`config.mk`:
```
export PLATFORM = sky130hd
export DESIGN_NAME = zx_scandoubler
export DESIGN_NICKNAME = d
export VERILOG_FILES = /design/src/rtl/zx_scandoubler.sv
export SDC_FILE = /design/constraint.sdc
export NUM_CORES = 2
export LEC_CHECK = 0
export BUFFER_PORTS_ARGS = -buffer_cell sky130_fd_sc_hd__clkbuf_2
export CAP_MARGIN = 20
export CORE_ASPECT_RATIO = 1.5
export CORE_MARGIN = 3
export CORE_UTILIZATION = 55
export CTS_CLUSTER_DIAMETER = 30
export DETAILED_ROUTE_END_ITERATION = 16
export GPL_ROUTABILITY_DRIVEN = 0
export PLACE_DENSITY = 0.71
export SYNTH_ARGS = -nofsm -noshare
export SYNTH_HDL_FRONTEND = slang
export SYNTH_SLANG_ARGS = --single-unit
export TNS_END_PERCENT = 20
```
`constraint.sdc`:
```
create_clock -name clk -period 4.9 [get_ports clk]
set_input_delay 0.98 -clock clk [delete_from_list [all_inputs] [get_ports clk]]
set_output_delay 0.98 -clock clk [all_outputs]
set_load 0.01 [all_outputs]
```
`src/rtl/zx_scandoubler.sv`:
```
// ZX Spectrum 15 kHz to 31 kHz scandoubler: sync separator, line buffer and doubled-line output timing.
// Optional scanline dimming of the repeated line is enabled by defining ZX_SCANDOUBLER_SCANLINES_EN.
module zx_scandoubler #(
    parameter int LINE_LEN   = 414,
    parameter int VS_THRESH  = 80,
    parameter int H_DE_START = 64,
    parameter int H_DE_END   = 364,
    parameter int V_DE_START = 16,
    parameter int V_DE_END   = 272,
    parameter int HS_START   = 384
) (
    input  logic       clk,
    input  logic       reset,
    input  logic       video,
    input  logic       csync,
    output logic [5:0] video_out,
    output logic       hs_out,
    output logic       vs_out,
    output logic       de_out,
    output logic [7:0] resync_cnt
);

    localparam logic [7:0] VS_T      = 8'(VS_THRESH);
    localparam logic [8:0] SD_LAST   = 9'(LINE_LEN - 1);
    localparam logic [9:0] ZX_LIM    = 10'(2 * LINE_LEN);
    localparam logic [8:0] HDE_START = 9'(H_DE_START);
    localparam logic [8:0] HDE_END   = 9'(H_DE_END);
    localparam logic [9:0] VDE_START = 10'(V_DE_START);
    localparam logic [9:0] VDE_END   = 10'(V_DE_END);
    localparam logic [8:0] HS_COL    = 9'(HS_START);

    typedef enum logic [1:0] {SYNC_HI, SYNC_LO, VSYNC} sync_state_t;

    function automatic logic [7:0] sat_inc8(input logic [7:0] v);
        return (v == 8'hFF) ? v : v + 8'd1;
    endfunction

    function automatic logic [9:0] sat_inc10(input logic [9:0] v);
        return (v == 10'h3FF) ? v : v + 10'd1;
    endfunction

    sync_state_t state, next_state;
    logic        cs_d;
    logic [7:0]  sync_len;
    logic [8:0]  sd_col;
    logic [9:0]  zx_col;
    logic [9:0]  line_cnt;
    logic        toggle;
    logic        rise, hs_ev, line_end, vs_enter;
    logic        h_de, v_de, wr_en, pix_bit;
    logic [9:0]  wr_addr, rd_addr;
    logic        rd_pixel_p1;
    logic        line_buf [0:1023];

    assign rise     = csync & ~cs_d;
    assign hs_ev    = rise && (sync_len < VS_T);
    assign line_end = (sd_col == SD_LAST);
    assign vs_enter = (state == SYNC_LO) && !csync && (sync_len == VS_T);
    assign h_de     = (sd_col >= HDE_START) && (sd_col < HDE_END);
    assign v_de     = (line_cnt >= VDE_START) && (line_cnt < VDE_END);
    assign wr_en    = zx_col[0] && (zx_col < ZX_LIM);
    assign wr_addr  = {toggle, zx_col[9:1]};
    assign rd_addr  = {~toggle, sd_col};

    always_comb begin
        next_state = state;
        case (state)
            SYNC_HI: if (!csync) next_state = SYNC_LO;
            SYNC_LO: begin
                if (csync)                   next_state = SYNC_HI;
                else if (sync_len == VS_T)   next_state = VSYNC;
            end
            VSYNC:   if (csync) next_state = SYNC_HI;
            default: next_state = SYNC_HI;
        endcase
    end

    always_ff @(posedge clk) begin
        if (reset) begin
            state      <= SYNC_HI;
            cs_d       <= 1'b1;
            sync_len   <= 8'd0;
            sd_col     <= 9'd0;
            zx_col     <= 10'd0;
            line_cnt   <= 10'd0;
            toggle     <= 1'b0;
            resync_cnt <= 8'd0;
        end else begin
            state    <= next_state;
            cs_d     <= csync;
            sync_len <= csync ? 8'd0 : sat_inc8(sync_len);
            // A pulse that lands exactly on the natural wrap is already in phase.
            if (hs_ev || line_end) sd_col <= 9'd0;
            else                   sd_col <= sd_col + 9'd1;
            if (hs_ev && !line_end) resync_cnt <= sat_inc8(resync_cnt);
            zx_col <= hs_ev ? 10'd0 : sat_inc10(zx_col);
            if (vs_enter)  line_cnt <= 10'd0;
            else if (rise) line_cnt <= sat_inc10(line_cnt);
            if (rise) toggle <= ~toggle;
        end
    end

    // Stage p1: line buffer write and registered read
    always_ff @(posedge clk) begin
        if (wr_en) line_buf[wr_addr] <= video;
        rd_pixel_p1 <= line_buf[rd_addr];
    end

    always_ff @(posedge clk) begin
        if (reset) begin
            hs_out <= 1'b0;
            vs_out <= 1'b0;
            de_out <= 1'b0;
        end else begin
            hs_out <= (sd_col >= HS_COL);
            vs_out <= (next_state == VSYNC);
            de_out <= h_de & v_de;
        end
    end

    assign pix_bit = de_out & ~rd_pixel_p1;

`ifdef ZX_SCANDOUBLER_SCANLINES_EN
    logic rep, rep_p1;

    always_ff @(posedge clk) begin
        if (reset) begin
            rep    <= 1'b0;
            rep_p1 <= 1'b0;
        end else begin
            if (hs_ev)         rep <= 1'b0;
            else if (line_end) rep <= 1'b1;
            rep_p1 <= rep;
        end
    end

    assign video_out = rep_p1 ? {1'b0, {5{pix_bit}}} : {6{pix_bit}};
`else
    assign video_out = {6{pix_bit}};
`endif

endmodule

```
==> key figures <==
Run status
  – Outcome: finished clean

Power and ir drop
  – Pwr per Cell Area: 418 nW/um2
  – Leak: 0.0166 uW
  – Peak supply drop: 325 uV

Route
  – Max layer used: met4
  – Detailed Routing Iterations Pass 1: 6
  – Initial drt markers: 3502
  – Routed met2 length: 59500 um
  – DR DRC count: 0
  – WL per Instance: 26.4 um
  – M1 wire length: 39500 um
  – Remaining antenna violation count after routing: 0
  – Vias: 27248
  – Routed vias/inst: 6.20
  – WL met3: 10500 um
  – Routed WL: 116000 um

Clocking
  – Worst-skew pair later-pin latency: 0.76 ns
  – Root buf cell: clkbuf_16
  – Postcts setup bufs: 0
  – CTS H-Tree Depth: 4
  – PostCTS Resize Cnt: 0
  – CTS buffer count: 143
  – CTS tree: yes
  – Clk sinks: 1077
  – Maximum clock insertion buffer count: 3
  – # hold bufs at CTS: 0
  – Clk slew on worst S/H paths: 0.06 ns

Floorplan
  – CORE AREA: 81700 um2
  – Initial Util: 55.8%
  – Die height: 359 um
  – Row Count: 128
  – Die area: 86500 um2
  – Die Wd: 241 um
  – Io pins: 21

Synth
  – Syn_area_per_cell: 15.0 um2
  – Synth warn: 0
  – Post-synthesis cell area: 45600 um2
  – Sequential area share after synthesis: 69.8%
  – Number of flops mapped to enable cells by yosys: 1024
  – Yosys reg bits: 1077
  – Yosys cell types: 66
  – Ys flop type: edfxtp_1
  – Synth async-reset ratio: 0%
  – Synth area leader: edfxtp_1
  – Synth top area share: 67.4%
  – Top cells by area, synth: edfxtp_1 67%, mux4_2 12%, nor2_1 7.4%
  – Post-synthesis cell count: 3047

STA
  – Final TNS setup: 0 ns
  – Min Hold Slack: 0.486 ns
  – Achievable clock frequency: 250 MHz
  – Rel. slew slack: 24.5%
  – Worst Clk Skew: 0.0206 ns
  – Final Slew Violations: 0
  – Post-layout min period: 3.99 ns
  – PnR worst setup slack: 0.906 ns
  – Number of setup violations in the final report: 0
  – Slew @ Worst Pin: 1.13 ns
  – RSZ-0062 raised after global routing: false
  – Final worst path period share: 81.5%
  – Hold Vio Cnt, Final: 0

Critical path
  – CP max FO: 42
  – CP Class: reg -> reg
  – Startpoint Class: register
  – CP top delay family: compound AO/OA/AOI/OAI gates
  – CP bufs+invs: 1
  – Setup crit end kind: register
  – Reg2Reg Setup Slack: 0.91 ns
  – Worst path cell trace: buf_4 > nand2b_1 > o22ai_1 > o31ai_1 > o22ai_1 > o22ai_1 > nor4b_1 > o22ai_1
  – Crit path launch: sd_col[2]
  – End of the critical path: rd_pixel_p1
  – Max incr delay on CP: 0.76 ns
  – Max stage delay cell, worst path: buf_4
  – Worst EP required: 5.56 ns
  – Levels on crit path: 8
  – R2R cell count: 8
  – Critical Path Most Common Cell: o22ai_1
  – Reg2reg start: sd_col[2]
  – CP arrival: 4.66 ns
  – Worst R2R End: rd_pixel_p1

Final layout
  – P&R area growth vs syn: 15.2%
  – Most frequent cells in the layout: 1024 x edfxtp_1, 902 x nor2_1, 238 x mux4_2
  – # diodes: 0
  – Finished Layout Cells: 4392
  – Most common cell after layout, fill and taps aside: edfxtp_1
  – Final Cell Area: 52500 um2
  – Share of layout cells above drive strength 1: 19.1%
  – Layout Nets: 3244

GRT
  – Largest net degree at the start of global routing: 166
  – GRT Resource Usage Total: 27.6%
  – Vias in the first global route: 27939
  – Total gr overflow: 0
  – First-pass GRT wire length: 173000 um
  – Initial antenna violation count: 0

Placed design
  – Placed cell areas: 47400 um2
  – Number of port buffers: 20
  – Pre-CTS setup slack: 1.03 ns
  – Placed cells: 4113
  – DP HPWL: 67300 um

Job
  – Max-Cap Viols: 0

Worst hold path
  – Worst min path class: reg -> reg
-- state kept, by name (all words and copies together) (netlist names), 2 cells and up --
signal,count
line_buf,1024
line_cnt,10
zx_col,10
sd_col,9
resync_cnt,8
sync_len,8
state,2
-- Yosys cell counts (all sizes together), types with 9 or more instances --
cell    count
mux4      238
o21ai      26
xor2       19
a211oi     12
nor3b       9
nor2b      19
nor2      903
buf        65
dfxtp      53
a21oi      36
nand2      97
mux2       11
clkbuf    197
nand3      30
edfxtp   1024
a22oi      45
nor3       16
o22ai      17
mux2i      78
inv        14
nand4      12
ha          9
xnor2      14
-- kinds of logic (layout without fill, tap and decap cells) --
group           after synthesis  in the layout  share of synthesized area [%]
other cells                   1            196                        0.00822
simple gates               1130           1130                           9.98
compound gates              193            193                           2.93
xor+xnor                     33             33                          0.634
mux                         327            327                           13.7
fa+ha+maj                     9              9                          0.247
flops                      1077           1077                           69.8
buf+inv                     277            387                           2.70
-- power by group --
group	total [uW]	internal, uW	switching [uW]
clock	10600	6470	4080
combinational	1080	458	624
sequential	10300	10200	76.3
-- routing by layer --
layer | vias to the layer above | GRT usage [%]
met3 | 369 | 5.59
met2 | 1451 | 47.0
met1 | 13895 | 33.2
li1 | 11533 | -
met5 | - | 0
met4 | 0 | 14.9
-- stage by stage --
step	power, uW	util, %
finish	21900	64.3
global route	22500	64.3
CTS	22000	64.0
detailed placement	11600	58.0
global placement	11500	57.9
floorplan	11200	-
-- how the worst min path moves through the flow --
stage                     start  endpoint  slack, ns  cells past startpoint
floorplan           line_cnt[9]    de_out       0.43                      1
global placement       state[1]  state[0]       0.47                      1
detailed placement  line_cnt[9]    de_out       0.47                      1
CTS                 line_cnt[9]    de_out       0.48                      1
global route        line_cnt[9]    de_out       0.50                      1
finish              line_cnt[9]    de_out       0.49                      1
-- layout make-up --
type	instances	area, um2
Sequential cell	1077	31800
Fill cell	5637	29200
Multi-Input combinational cell	1888	13400
Clock buffer	161	3690
Tap cell	1040	1300
Clock inverter	105	1200
Timing Repair Buffer	106	1080
Inverter	15	56.3
Power figures use the tool's default switching activity.
